<file path="src/rtl/uart_rx_ctrl_if.sv">
// Host-side bundle of the UART receive controller: serial line in, received byte
// and status out, plus the sticky-flag acknowledge.
interface uart_rx_ctrl_if;
    logic       rx;
    logic       rx_flag_clr;
    logic [7:0] Rx_Data;
    logic       rx_flag;
    logic       parity_error;
    logic       framing_error;
    logic       overrun_error;
    logic       busy;

    modport master (
        input  rx,
        input  rx_flag_clr,
        output Rx_Data,
        output rx_flag,
        output parity_error,
        output framing_error,
        output overrun_error,
        output busy
    );

    modport slave (
        output rx,
        output rx_flag_clr,
        input  Rx_Data,
        input  rx_flag,
        input  parity_error,
        input  framing_error,
        input  overrun_error,
        input  busy
    );
endinterface

</file>
<file path="src/rtl/uart_rx_ctrl.sv">
// UART receive sequencer: synchronises rx, validates the start bit at mid-bit,
// samples data/parity/stop at bit centres and posts the byte with sticky status.
module uart_rx_ctrl #(
    parameter int CLKS_PER_BIT = 5208,
    parameter int CW           = 14,
    parameter bit PARITY_EN    = 1'b1
) (
    input  logic           clk,
    input  logic           nrst,
    uart_rx_ctrl_if.master bus
);

    typedef enum logic [2:0] {
        IDLE   = 3'd0,
        START  = 3'd1,
        DATA   = 3'd2,
        PARITY = 3'd3,
        STOP   = 3'd4
    } state_t;

    localparam logic [CW-1:0] TICK_C = CW'(CLKS_PER_BIT - 1);
    localparam logic [CW-1:0] HALF_C = CW'(CLKS_PER_BIT / 2 - 1);
    localparam logic [CW-1:0] ONE_C  = CW'(1);

    function automatic logic even_par(input logic [7:0] d);
        return ^d;
    endfunction

    logic          sync1_r;
    logic          sync2_r;
    logic          rx_s;
    logic          prev_r;
    state_t        state_r;
    state_t        state_nxt_s;
    logic [CW-1:0] cnt_r;
    logic [2:0]    bit_idx_r;
    logic [7:0]    shift_r;
    logic          par_r;
    logic [7:0]    data_r;
    logic          flag_r;
    logic          pe_r;
    logic          fe_r;
    logic          ovr_r;
    logic          busy_r;
    logic          tick_s;
    logic          half_s;
    logic          done_s;

    assign rx_s   = sync2_r;
    assign tick_s = (cnt_r == TICK_C);
    assign half_s = (cnt_r == HALF_C);

    // Two-flop synchroniser plus previous-sample flop used for falling-edge detection.
    always_ff @(posedge clk or negedge nrst) begin
        if (!nrst) begin
            sync1_r <= 1'b1;
            sync2_r <= 1'b1;
            prev_r  <= 1'b1;
        end else begin
            sync1_r <= bus.rx;
            sync2_r <= sync1_r;
            prev_r  <= sync2_r;
        end
    end

    // State register.
    always_ff @(posedge clk or negedge nrst) begin
        if (!nrst) begin
            state_r <= IDLE;
        end else begin
            state_r <= state_nxt_s;
        end
    end

    // Next-state logic; IDLE needs a genuine 1->0 edge so a held break cannot restart a frame.
    always_comb begin
        state_nxt_s = state_r;
        done_s      = 1'b0;
        case (state_r)
            IDLE: begin
                if (!rx_s && prev_r) begin
                    state_nxt_s = START;
                end else begin
                    state_nxt_s = IDLE;
                end
            end
            START: begin
                if (half_s) begin
                    state_nxt_s = rx_s ? IDLE : DATA;
                end else begin
                    state_nxt_s = START;
                end
            end
            DATA: begin
                if (tick_s && (bit_idx_r == 3'd7)) begin
                    state_nxt_s = (PARITY_EN != 1'b0) ? PARITY : STOP;
                end else begin
                    state_nxt_s = DATA;
                end
            end
            PARITY: begin
                if (tick_s) begin
                    state_nxt_s = STOP;
                end else begin
                    state_nxt_s = PARITY;
                end
            end
            STOP: begin
                if (tick_s) begin
                    state_nxt_s = IDLE;
                    done_s      = 1'b1;
                end else begin
                    state_nxt_s = STOP;
                end
            end
            default: begin
                state_nxt_s = IDLE;
            end
        endcase
    end

    // Bit-period counter, bit index, data shifter and parity capture.
    always_ff @(posedge clk or negedge nrst) begin
        if (!nrst) begin
            cnt_r     <= '0;
            bit_idx_r <= 3'd0;
            shift_r   <= 8'h00;
            par_r     <= 1'b0;
        end else begin
            if ((state_nxt_s != state_r) || tick_s || (state_r == IDLE)) begin
                cnt_r <= '0;
            end else begin
                cnt_r <= cnt_r + ONE_C;
            end
            if (state_r == START) begin
                bit_idx_r <= 3'd0;
            end else if ((state_r == DATA) && tick_s) begin
                bit_idx_r <= bit_idx_r + 3'd1;
            end
            if ((state_r == DATA) && tick_s) begin
                shift_r <= {rx_s, shift_r[7:1]};
            end
            if ((state_r == PARITY) && tick_s) begin
                par_r <= rx_s;
            end
        end
    end

    // Host-visible results; a completion takes priority over a coincident acknowledge.
    always_ff @(posedge clk or negedge nrst) begin
        if (!nrst) begin
            data_r <= 8'h00;
            flag_r <= 1'b0;
            pe_r   <= 1'b0;
            fe_r   <= 1'b0;
            ovr_r  <= 1'b0;
            busy_r <= 1'b0;
        end else begin
            busy_r <= (state_nxt_s != IDLE);
            if (done_s) begin
                data_r <= shift_r;
                fe_r   <= ~rx_s;
                pe_r   <= (PARITY_EN != 1'b0) && (par_r != even_par(shift_r));
                ovr_r  <= flag_r;
                flag_r <= 1'b1;
            end else if (bus.rx_flag_clr) begin
                flag_r <= 1'b0;
                ovr_r  <= 1'b0;
            end
        end
    end

    assign bus.Rx_Data       = data_r;
    assign bus.rx_flag       = flag_r;
    assign bus.parity_error  = pe_r;
    assign bus.framing_error = fe_r;
    assign bus.overrun_error = ovr_r;
    assign bus.busy          = busy_r;

endmodule

</file>
<file path="src/flat_wrapper.sv">
// flat-port wrapper written by rule: the top's interface ports become plain ports
module uart_rx_ctrl_flat 
#(
    parameter int CLKS_PER_BIT = 5208,
    parameter int CW           = 14,
    parameter bit PARITY_EN    = 1'b1
)
  (clk, nrst, bus_rx, bus_rx_flag_clr, bus_Rx_Data, bus_rx_flag, bus_parity_error, bus_framing_error, bus_overrun_error, bus_busy);
  uart_rx_ctrl_if bus_i ();
  input  logic clk;
  input  logic nrst;
  input wire logic [$bits(bus_i.rx)-1:0] bus_rx;
  input wire logic [$bits(bus_i.rx_flag_clr)-1:0] bus_rx_flag_clr;
  output wire logic [$bits(bus_i.Rx_Data)-1:0] bus_Rx_Data;
  output wire logic [$bits(bus_i.rx_flag)-1:0] bus_rx_flag;
  output wire logic [$bits(bus_i.parity_error)-1:0] bus_parity_error;
  output wire logic [$bits(bus_i.framing_error)-1:0] bus_framing_error;
  output wire logic [$bits(bus_i.overrun_error)-1:0] bus_overrun_error;
  output wire logic [$bits(bus_i.busy)-1:0] bus_busy;
  assign bus_i.rx = bus_rx;
  assign bus_i.rx_flag_clr = bus_rx_flag_clr;
  assign bus_Rx_Data = bus_i.Rx_Data;
  assign bus_rx_flag = bus_i.rx_flag;
  assign bus_parity_error = bus_i.parity_error;
  assign bus_framing_error = bus_i.framing_error;
  assign bus_overrun_error = bus_i.overrun_error;
  assign bus_busy = bus_i.busy;
  uart_rx_ctrl #(.CLKS_PER_BIT(CLKS_PER_BIT), .CW(CW), .PARITY_EN(PARITY_EN)) u_core (.clk(clk), .nrst(nrst), .bus(bus_i));
endmodule
</file>
<file path="config.mk">
export PLATFORM = sky130hd
export DESIGN_NAME = uart_rx_ctrl_flat
export DESIGN_NICKNAME = d
export VERILOG_FILES = /design/src/rtl/uart_rx_ctrl_if.sv /design/src/rtl/uart_rx_ctrl.sv /design/src/flat_wrapper.sv
export SDC_FILE = /design/constraint.sdc
export NUM_CORES = 1
export LEC_CHECK = 0
export BUFFER_PORTS_ARGS = -buffer_cell sky130_fd_sc_hd__buf_4
export CAP_MARGIN = 20
export CORE_AREA = 2 2 68 70
export DETAILED_ROUTE_END_ITERATION = 6
export DIE_AREA = 0 0 70 72
export PLACE_DENSITY = 0.78
export SYNTH_ARGS = -nofsm -noshare
export SYNTH_HDL_FRONTEND = slang
export SYNTH_SLANG_ARGS = --single-unit
</file>
<file path="constraint.sdc">
create_clock -name clk -period 5.6 [get_ports clk]
set_input_delay 0.56 -clock clk [delete_from_list [all_inputs] [get_ports clk]]
set_output_delay 0.56 -clock clk [all_outputs]
set_load 0.02 [all_outputs]
</file>
# [After elaboration in Yosys (flattened, before gate mapping)]
# Index checks and enable logic that the tools add are counted.
[op_classes] addsub=2 n_mul=0 div_mod_pow=0 order_cmp=0 eq_ne=9 shifts=0 n_mux=15 bitwise_logic=1 reduce_logical=12
[ops] op="3-bit two-way mux" count=5
[ops] op="3-bit one-hot mux with 5 select lines" count=1
[ops] op="14-bit by 1-bit adder with 14-bit output, second input constant" count=1
[ops] op="14-bit by 12-bit equality test with 1-bit output, second input constant" count=1
[ops] op="14-bit by 13-bit equality test with 1-bit output, second input constant" count=1
[ops] op="14-bit two-way mux" count=1
[ops] op="8-bit parity" count=1
[ops] op="1-bit two-way mux" count=7
[ops] op="3-bit by 2-bit equality test with 1-bit output, second input constant" count=2
[ops] op="3-bit equality test, second input constant" count=2
[ops] op="1-bit logical AND" count=4
[ops] op="2-bit nonzero test" count=2
[ops] op="3-bit by 1-bit adder with 3-bit output, second input constant" count=1
[ops] op="3-bit by 1-bit equality test with 1-bit output, second input constant" count=1
[ops] op="3-bit logical NOT" count=1
[ops] op="3-bit inequality test" count=1
[ops] op="3-bit nonzero test" count=1
[ops] op="1-bit logical OR" count=2
[ops] op="2-bit two-way mux" count=1
[ops] op="1-bit logical NOT" count=1
[ops] op="1-bit inequality test" count=1
[ops] op="1-bit NOT" count=1
[totals] register_bits=45 latch_bits=0 ramBits=0 mem_bits_ro=0 inputBits=4 output_inout_bits=13 word_cells=53 mem_count=0

# [Longest topological paths before layout]
# Gate-level depths: netlist (run 1).
[logic_depth] depth_word=8 depth_mapped=7 mapped_depth_nobuf=6

# [Worst setup path before layout (run 1)]
# Ideal clock, no wire load.
[synth_path] path_kind="flip-flop to flip-flop" start="reg u_core.cnt_r[0]" end="reg u_core.data_r[4], in the netlist u_core.bus.Rx_Data[4]" setup_time_ns=0.125 t_arrival_ns=2.079 required_ns=5.475 slack_ns=3.396 path_stages_with_launch=7 path_buffers=1 period_less_slack_ns=2.204 path_cell_list="dfrtp_1 -> ha_1 -> or4b_4 -> nor4_4 -> nand3_4 -> buf_6 -> mux2_4"
[synth_via] elab_chain_cells=3
[synth_lines] element="from (decl)" line_no="uart_rx_ctrl.sv:35" source="logic [CW-1:0] cnt_r;"
[synth_lines] element="from (signal assigned)" line_no="uart_rx_ctrl.sv:133" source="cnt_r <= cnt_r + ONE_C;"
[synth_lines] element="14-bit by 13-bit equality test with 1-bit output" line_no="uart_rx_ctrl.sv:50" source="assign tick_s = (cnt_r == TICK_C);"
[synth_lines] element="1-bit two-way mux" line_no="uart_rx_ctrl.sv:109" source="if (tick_s) begin"
[synth_lines] element="1-bit two-way mux" line_no="uart_rx_ctrl.sv:79" source="case (state_r)"
[synth_lines] element="to (signal assigned)" line_no="uart_rx_ctrl.sv:161" source="data_r <= shift_r;"
[synth_lines] element="to (decl)" line_no="uart_rx_ctrl.sv:39" source="logic [7:0] data_r;"
# Every way passes these cells.
# A chain may end at the register's enable or synchronous reset.

# [Worst setup path in the final report (run 1)]
[layout_path] start="reg u_core.cnt_r[0]" end="reg u_core.shift_r[6]"
[layout_via] elab_chain_cells=2
[layout_lines] element="14-bit by 13-bit equality test with 1-bit output" line_no="uart_rx_ctrl.sv:50"
[layout_lines] element="1-bit logical AND" line_no="uart_rx_ctrl.sv:140" source="if ((state_r == DATA) && tick_s) begin"
[layout_lines] element="to (signal assigned)" line_no="uart_rx_ctrl.sv:141" source="shift_r <= {rx_s, shift_r[7:1]};"
[layout_lines] element="to (decl)" line_no="uart_rx_ctrl.sv:37" source="logic [7:0] shift_r;"
# Every way passes these cells.

==> flow_summary_export.csv, run 1 <==
group,metric,value,unit
critical_path,crit_family,"simple AND/OR/NAND/NOR gates",
synthesis,synth_warnings,0,
detailed_routing,dr.pass1.iters,4,
synthesis,synth_top_area_cell,"dfrtp_1",
clocking,cts_root_buffer,"clkbuf_8",
global_routing,grt_use_total,14.2,%
power_and_ir_drop,p_leak,1.14,nW
synthesis,synth-seq-cells,45,
clocking,cts_inserted_buffers,5,
critical_path,end_kind,"register",
synthesis,ys_top_cells_by_count,"dfrtp_1, nor2_1, xnor2_1",
clocking,cts_max_level,2,
critical_path,crit_chain,"ha_1 -> or4b_4 -> nor4_4 -> nand3_2 -> mux2_4",
clocking,clock-sinks,45,
detailed_routing,drc_errors,0,
synthesis,synth.distinct_cells,32,
timing,maxSlewViolCount,0,
clocking,clk_pin_slew_worst_paths,80,ps
die,core,4260,µm²
timing,setup_ws,3090,ps
critical_path,r2r_setup_slack,3090,ps
layout,syn2layout_area_growth,11.8,%
power_and_ir_drop,p_clk_share,29.9,%
critical_path,slowest_stage,"or4b_4",
critical_path,critical_path_required,5790,ps
synthesis,synth_top_area_share,50.9,%
global_routing,grt_pass1_wl,5.56,mm
clocking,clk_latency,300,ps
power_and_ir_drop,p_sw_share,26.7,%
critical_path,crit_type,"register to register",
clocking,cts_tree,"done",
placed_design,place_ws,3090,ps
timing,clock.fmax,0.398,GHz
synthesis,synthFlopType,"dfrtp_1",
synthesis,syn_area,2060,µm²
timing,setup_viol,0,
global_routing,antenna_found_initial,0,
critical_path,r2r-end,"u_core.shift_r[6]",
timing,worst_pin_slew,543,ps
clocking,cts_max_path_buffers,2,
placed_design,portBuffers,16,
global_routing,grt_max_degree,46,
detailed_routing,first_iter_violations,112,
detailed_routing,detail_route.wirelength,3.16,mm
timing,min_period,2510,ps
detailed_routing,ant_nets,0,
die,die_h,72,µm
synthesis,synth_edf_count,0,
layout,fin_nets,198,
layout,post_route_cells_drive_above_1_share,25.5,%
critical_path,critPathLaunchType,"register",
timing,final.setup.tns,0,ps
detailed_routing,via_count,1265,
critical_path,r2r_start,"u_core.cnt_r[0]",
placed_design,gp_congestion,0.844,
detailed_routing,routed_via_density,5.18,
critical_path,critical_path_arrival,2700,ps
synthesis,avgSynthCellArea,12.1,µm²
critical_path,cp-endpoint,"u_core.shift_r[6]",
placed_design,dpl.hpwl,2.19,mm
die,die_area,5040,µm²
power_and_ir_drop,p_int,0.465,mW
timing,fin_crit_sh,44.8,%
die,start_util,48.4,%
critical_path,ff2ff_path_depth,5,
synthesis,synth_area_leaders,"dfrtp_1, mux2_4, xnor2_1",
clocking,cts_resized,0,
power_and_ir_drop,p_switching,0.169,mW
timing,hold_viol_final,0,
critical_path,crit_start,"u_core.cnt_r[0]",
die,num_rows,24,
timing,slew_headroom,63.5,%
die,num_io_pins,17,
critical_path,crit_fanout,11,
die,dieWidth,70,µm
power_and_ir_drop,p_comb_share,12.0,%
critical_path,cp_num_cells,5,
synthesis,async_flop_share,100,%
min_path,worstHoldPathType,"input pin to async pin",
synthesis,synth_fp_nets,178,
timing,finalClockSkew,5.17,ps
clocking,cts_setup_buffers,0,
global_routing,grt_pass1_vias,1236,
detailed_routing,wire_per_inst,13.0,µm
power_and_ir_drop,ir_drop,150,µV
critical_path,max_stage_delay,490,ps
power_and_ir_drop,power_frac_seq,58.1,%
synthesis,yosysSeqAreaShare,54.8,%
layout,antenna_cells,0,
global_routing,grt_overflow,0,
critical_path,crit_buf_inv,0,
flow_run,drv_cap,0,
clocking,postCtsHoldBufs,0,
outcome,status,"finished, final reports clean",
synthesis,synthCells,171,
timing,rsz0062_at_grt,"no",
synthesis,yosysMostFrequentCell,"dfrtp_1",
power_and_ir_drop,pwr_density_cell,275,nW/µm²
cells by family after synthesis:
| logic type | share of synthesized area (%) |
|---|---|
| AOI/OAI and AO/OA | 2.73 |
| xor gates and xnor gates | 9.34 |
| adders and majority gates | 1.82 |
| buffers and inverters | 2.24 |
| DFF | 54.8 |
| muxes | 12.1 |
| and+or+nand+nor | 17.0 |
routing by layer:
metal	global-route usage, %	wire length (µm)
met4	5.98	61
met2	23.1	1490
met1	17.5	1470
met5	0	0
met3	4.72	146
flip-flops by register name, summed over array words and instances (netlist names):
signal,cells
u_core.bus.framing_error,1
u_core.bit_idx_r,3
u_core.par_r,1
u_core.bus.Rx_Data,8
u_core.prev_r,1
u_core.state_r,3
u_core.bus.overrun_error,1
u_core.bus.rx_flag,1
u_core.sync1_r,1
u_core.cnt_r,14
u_core.bus.parity_error,1
u_core.rx_s,1
u_core.shift_r,8
u_core.bus.busy,1
stage by stage:
step           instances  hold slack [ps]  total power, mW  util (%)  instance area [µm²]
5_1_grt              244              286            0.670      54.1                 2310
3_5_place_dp         236              347            0.451      52.1                 2220
3_3_place_gp         236              346            0.448      52.1                 2220
4_1_cts              244              259            0.644      54.1                 2310
2_1_floorplan        171              264            0.427         -                 2060
6_report             244              244            0.634      54.1                 2310
worst register-to-register path, stage by stage (launching register included):
cell     delay, ps
dfrtp_1        390
ha_1           240
or4b_4         490
nor4_4         480
nand3_2        400
mux2_4         410
area by class of cell:
| cell class | instances | area [µm²] |
|---|---|---|
| inverter | 5 | 18.8 |
| clock inverter | 3 | 17.5 |
| timing repair buffer | 16 | 120 |
| fill | 359 | 1960 |
| tap | 52 | 65.1 |
| clock buffer | 5 | 68.8 |
| sequential | 45 | 1130 |
| multi-input combinational | 118 | 887 |
power by group through the flow:
| stage | Clock, mW | Sequential (mW) | Combinational, mW |
|---|---|---|---|
| after detailed placement | 0 | 0.374 | 0.0773 |
| after global routing | 0.211 | 0.371 | 0.0873 |
| final | 0.189 | 0.368 | 0.0761 |
| after floorplan | 0 | 0.371 | 0.0559 |
| after CTS | 0.199 | 0.368 | 0.0776 |
| after global placement | 0 | 0.373 | 0.0747 |
layout by cell type (no fill, tap or decap), drive strengths merged, types with 5 or more instances in the layout:
cell	count
buf	16
nand3	11
xnor2	12
nand3b	5
clkbuf	5
nor2	23
nand2	11
xor2	10
o21ai	5
inv	5
dfrtp	42
mux2	17
worst min-delay path by stage:
| stage | cells after the start | end | slack, ps | start |
|---|---|---|---|---|
| 6_report | 1 | u_core.bus.Rx_Data[6] | 240 | nrst |
| 5_1_grt | 1 | u_core.bit_idx_r[1] | 290 | nrst |
| 4_1_cts | 1 | u_core.bus.rx_flag | 260 | nrst |
| 3_5_place_dp | 0 | u_core.rx_s | 350 | u_core.sync1_r |
| 3_3_place_gp | 0 | u_core.rx_s | 350 | u_core.sync1_r |
| 2_1_floorplan | 0 | u_core.bit_idx_r[0] | 260 | nrst |
Power figures use the tool's default switching activity.
==> run 2: changes to the inputs <==
--- a/config.mk
+++ b/config.mk
@@ -10,7 +10,7 @@
 export CORE_AREA = 2 2 68 70
 export DETAILED_ROUTE_END_ITERATION = 6
 export DIE_AREA = 0 0 70 72
-export PLACE_DENSITY = 0.78
+export PLACE_DENSITY = 0.81
 export SYNTH_ARGS = -nofsm -noshare
 export SYNTH_HDL_FRONTEND = slang
 export SYNTH_SLANG_ARGS = --single-unit
==> constraint.sdc (replaced) <==
create_clock -name clk -period 2.2 [get_ports clk]
set_input_delay 0.22 -clock clk [delete_from_list [all_inputs] [get_ports clk]]
set_output_delay 0.22 -clock clk [all_outputs]
set_load 0.02 [all_outputs]
==> run 2 against run 1 <==
Non-clock buffer count rose by 10. Via count rose by 3.9%. Clock skew increased by 1.4 ps. Register-to-register slack lost 2900 ps. Highest routed layer unchanged.
==> flow_summary_export.csv, run 2 (same netlist as run 1, synthesis figures left out) <==
group,metric,value,unit
layout,nFillCells,368,
timing,clock.fmax,0.490,GHz
layout,antenna_cells,0,
power_and_ir_drop,p_total,1.65,mW
critical_path,crit_fanout,11,
timing,maxSlewViolCount,0,
timing,finalClockSkew,6.53,ps
global_routing,grt_overflow,0,
clocking,cts_tree,"done",
critical_path,end_kind,"register",
timing,min_period,2040,ps
layout,post_route_cells_drive_above_1_share,28.2,%
timing,final.setup.tns,0,ps
global_routing,grt_pass1_vias,1388,
power_and_ir_drop,ir_drop,540,µV
die,die_h,72,µm
placed_design,post_dp_cell_area,2290,µm²
timing,fin_crit_sh,92.8,%
min_path,worstHoldPathType,"input pin to register",
die,die_area,5040,µm²
layout,fin_nets,208,
global_routing,grt_max_degree,46,
critical_path,crit_type,"register to register",
critical_path,critical_path_required,2380,ps
clocking,clk_pin_slew_worst_paths,80,ps
die,dieWidth,70,µm
clocking,clk_latency,290,ps
timing,rsz0062_at_grt,"no",
die,num_rows,24,
clocking,cts_max_level,2,
clocking,cts_max_path_buffers,2,
power_and_ir_drop,p_leak,1.19,nW
layout,final_cell_mix,"dfrtp_1, buf_4, nor2_1, xnor2_1, nand2_1",
detailed_routing,routed_via_density,5.17,
detailed_routing,ant_nets,0,
global_routing,antenna_found_initial,0,
global_routing,grt_pass1_wl,6.12,mm
critical_path,critPathLaunchType,"register",
clocking,cts_root_buffer,"clkbuf_8",
placed_design,gp_congestion,0.859,
timing,hold_viol_final,0,
timing,whs,25.9,ps
outcome,status,"finished, final reports clean",
placed_design,portBuffers,16,
detailed_routing,dr.pass1.iters,4,
detailed_routing,first_iter_violations,70,
clocking,cts_inserted_buffers,5,
clocking,clock-sinks,45,
detailed_routing,drc_errors,0,
timing,worst_pin_slew,551,ps
layout,syn2layout_area_growth,15.4,%
detailed_routing,via_count,1314,
detailed_routing,detail_route.wirelength,3.33,mm
layout,regMostFlops,"u_core.cnt_r",
die,num_io_pins,17,
die,start_util,48.4,%
global_routing,grt_use_total,15.4,%
layout,largest_register_ffs,14,
layout,stdcell_area,2380,µm²
power_and_ir_drop,pwr_density_cell,693,nW/µm²
detailed_routing,wire_per_inst,13.1,µm
flow_run,drv_cap,0,
layout,final_common_cell,"dfrtp_1",
placed_design,dpl.hpwl,2.38,mm
die,core,4260,µm²
timing,slew_headroom,63.2,%
critical_path,critical_path_arrival,2220,ps
clocking,cts_setup_buffers,0,
timing,setup_viol,0,
==> run 2: changes by cell type in the layout (fill, tap and decap cells not counted), sizes merged <==
cell / change
dlygate4sd3: +1
clkinvlp: -1
buf: +9
clkbuf: +1
==> run 2: worst paths after layout <==
check	slack (ps)	depth (start not counted)	start	endpoint
worst max-delay path	160	5	u_core.cnt_r[7]	u_core.shift_r[2]
worst max register to register	160	5	u_core.cnt_r[7]	u_core.shift_r[2]
worst min-delay path	30	1	bus_rx	u_core.sync1_r
max in group asynchronous	1360	2	nrst	u_core.prev_r
worst min register to register	360	0	u_core.sync1_r	u_core.rx_s
min in group asynchronous	450	2	nrst	u_core.bus.overrun_error
==> run 2: layout make-up <==
| class | count | area, µm² | share of cell area [%] |
|---|---|---|---|
| Tap cell | 52 | 65.1 | 2.73 |
| Sequential cell | 45 | 1130 | 47.5 |
| Clock buffer | 6 | 72.6 | 3.05 |
| Multi-Input combinational cell | 118 | 887 | 37.3 |
| Timing Repair Buffer | 26 | 198 | 8.30 |
| Inverter | 5 | 18.8 | 0.788 |
| Clock inverter | 2 | 10.0 | 0.420 |
==> run 2: critical path, cell delays in order (launching register included) <==
cell     delay, ps
dfrtp_1        420
or3_1          460
nor4_4         420
nand3_2        100
buf_4          200
mux2_4         310
==> run 2: what timing repair did <==
action	4_1_cts	5_1_grt
hold endpoints to repair	42	0
hold buffers	1	0
gates resized for setup	0	0
endpoints found under the setup margin	0	0
==> run 2: layer usage <==
layer / track usage [%] / part of all wire (%) / vias up
met5: 0 / 0 / -
met4: 6.84 / 2.3 / 0
met3: 5.00 / 4.6 / 8
met2: 26.1 / 50 / 32
met1: 18.1 / 43 / 629
li1: - / - / 645
==> run 2: power breakdown <==
part | leakage [nW] | internal (mW) | switching, mW | total, mW
sequential | 0.604 | 0.881 | 0.0418 | 0.923
clock | 0.0450 | 0.220 | 0.259 | 0.479
combinational | 0.541 | 0.116 | 0.132 | 0.249
==> run 2: per-stage QoR <==
step                utilization [%]  cells  setup slack (ps)
floorplan                         -    171              70.8
global placement               53.7    245               195
detailed placement             53.7    245               173
CTS                            55.8    254               145
global route                   55.8    254              83.3
finish                         55.8    254               159
==> run 3: changes to the inputs <==
--- a/config.mk
+++ b/config.mk
@@ -5,12 +5,13 @@
 export SDC_FILE = /design/constraint.sdc
 export NUM_CORES = 1
 export LEC_CHECK = 0
-export BUFFER_PORTS_ARGS = -buffer_cell sky130_fd_sc_hd__buf_4
 export CAP_MARGIN = 20
 export CORE_AREA = 2 2 68 70
 export DETAILED_ROUTE_END_ITERATION = 6
 export DIE_AREA = 0 0 70 72
-export PLACE_DENSITY = 0.81
+export DONT_BUFFER_PORTS = 1
+export PLACE_DENSITY = 0.77
+export SLEW_MARGIN = 0
 export SYNTH_ARGS = -nofsm -noshare
 export SYNTH_HDL_FRONTEND = slang
 export SYNTH_SLANG_ARGS = --single-unit
==> run 3 against run 2 <==
Wire length up 2.5%. Via count is 4.1% lower. Critical path type unchanged. Non-clock buffer count shrank 14. First-iteration DRC count is 24% higher. Cell area shrank 2.3%.
==> flow_summary_export.csv, run 3 (same netlist as run 1, synthesis figures left out) <==
group,metric,value,unit
outcome,status,"finished, final reports clean",
clocking,clk_latency,300,ps
timing,worst_pin_slew,495,ps
timing,hold_viol_final,0,
layout,nFillCells,358,
die,core,4260,µm²
critical_path,cp_num_cells,6,
layout,multiInputGateArea,887,µm²
die,start_util,48.4,%
layout,largest_register_ffs,14,
critical_path,crit_fanout,11,
timing,fin_crit_sh,93.0,%
placed_design,dpl.hpwl,2.32,mm
detailed_routing,wl_met1,1.48,mm
detailed_routing,ant_nets,0,
layout,antenna_cells,0,
power_and_ir_drop,p_leak,1.13,nW
clocking,clk_pin_slew_worst_paths,90,ps
detailed_routing,routed_via_density,5.25,
layout,final_cell_mix,"dfrtp_1, nor2_1, xnor2_1, nand2_1",
detailed_routing,wire_per_inst,14.2,µm
critical_path,crit_buf_inv,1,
clocking,cts_root_buffer,"clkbuf_8",
detailed_routing,dr.pass1.iters,4,
power_and_ir_drop,p_total,1.78,mW
clocking,cts_inserted_buffers,5,
critical_path,crit_type,"register to register",
die,num_rows,24,
placed_design,portBuffers,0,
critical_path,max_stage_delay,470,ps
timing,setup_viol,0,
timing,slew_headroom,66.7,%
detailed_routing,detail_route.wirelength,3.42,mm
detailed_routing,drc_errors,0,
critical_path,r2r_start,"u_core.cnt_r[0]",
die,die_area,5040,µm²
layout,post_route_cells_drive_above_1_share,22.3,%
timing,final.setup.tns,0,ps
die,dieWidth,70,µm
clocking,cts_setup_buffers,0,
timing,min_period,2050,ps
critical_path,cp-endpoint,"u_core.shift_r[4]",
global_routing,antenna_found_initial,0,
global_routing,grt_max_degree,46,
timing,rsz0062_at_grt,"no",
detailed_routing,met3_length,134,µm
die,die_h,72,µm
layout,regMostFlops,"u_core.cnt_r",
clocking,clock-sinks,45,
timing,clock.fmax,0.489,GHz
clocking,cts_max_path_buffers,2,
critical_path,crit_family,"simple AND/OR/NAND/NOR gates",
timing,whs,37.1,ps
global_routing,grt_overflow,0,
layout,seq_area,1130,µm²
critical_path,crit_chain,"ha_1 -> or4b_4 -> nor4_4 -> nand3_2 -> buf_4 -> mux2_4",
clocking,cts_max_level,2,
layout,fin_nets,194,
detailed_routing,first_iter_violations,87,
detailed_routing,via_count,1260,
critical_path,critPathLaunchType,"register",
critical_path,critical_path_required,2390,ps
detailed_routing,met2_length,1.75,mm
die,num_io_pins,17,
timing,maxSlewViolCount,0,
detailed_routing,maxUsedRoutingLayer,"met4",
critical_path,r2r-end,"u_core.shift_r[4]",
clocking,cts_tree,"done",
timing,finalClockSkew,9.44,ps
critical_path,crit_start,"u_core.cnt_r[0]",
min_path,worstHoldPathType,"input pin to register",
critical_path,end_kind,"register",
power_and_ir_drop,ir_drop,506,µV
critical_path,critical_path_arrival,2230,ps
layout,syn2layout_area_growth,12.8,%
layout,utilization,54.6,%
critical_path,slowest_stage,"or4b_4",
power_and_ir_drop,pwr_density_cell,765,nW/µm²
critical_path,ff2ff_path_depth,6,
placed_design,gp_congestion,0.802,
global_routing,grt_pass1_vias,1270,
critical_path,r2r_setup_slack,150,ps
global_routing,grt_use_total,15.3,%
flow_run,drv_cap,0,
global_routing,grt_pass1_wl,5.99,mm
layout,final_common_cell,"dfrtp_1",
[run 3: cell count changes in the layout (fill, tap and decap cells not counted), sizes merged]
cell,delta
buf,-15
clkinv,-1
dlygate4sd3,+1
bufinv,+1
[run 3: final cells by class]
cell class                 count  share of cell area, %
multi-input combinational    118                   38.1
inverter                       5                  0.806
clock buffer                   6                   3.12
tap                           52                   2.80
timing repair buffer          12                   4.95
clock inverter                 2                   1.67
sequential                    45                   48.5
[run 3: how the worst min path moves through the flow]
stage,slack (ps),start,endpoint,depth (start not counted)
finish,40,bus_rx_flag_clr,u_core.bus.rx_flag,1
global route,40,bus_rx_flag_clr,u_core.bus.rx_flag,1
CTS,10,bus_rx_flag_clr,u_core.bus.rx_flag,1
detailed placement,-70,nrst,u_core.bus.overrun_error,0
global placement,-70,nrst,u_core.bus.rx_flag,0
floorplan,-80,nrst,u_core.bit_idx_r[0],0
[run 3: through the flow]
step | setup WS [ps] | std cells | instance area (µm²)
finish | 155 | 240 | 2330
global route | 63.6 | 240 | 2330
CTS | 134 | 240 | 2330
detailed placement | 146 | 229 | 2170
global placement | 203 | 229 | 2170
floorplan | 70.8 | 171 | 2060
[run 3: where the power goes]
group          switching (mW)  internal, mW  leakage [nW]  total [mW]
clock network           0.273         0.341        0.0554       0.614
logic                   0.124         0.108         0.473       0.232
registers              0.0539         0.881         0.604       0.935
[run 3: metal layers]
layer | up-vias | global-route usage, %
met5 | - | 0
met4 | 0 | 5.77
met3 | 7 | 3.47
met2 | 27 | 27.5
met1 | 615 | 18.1
li1 | 611 | -
[run 3: timing repair]
item | 4_1_cts | 5_1_grt
setup endpoints to repair | 0 | 0
endpoints found under the hold margin | 46 | 0
gates resized for setup | 0 | 0
hold buffers | 3 | 0
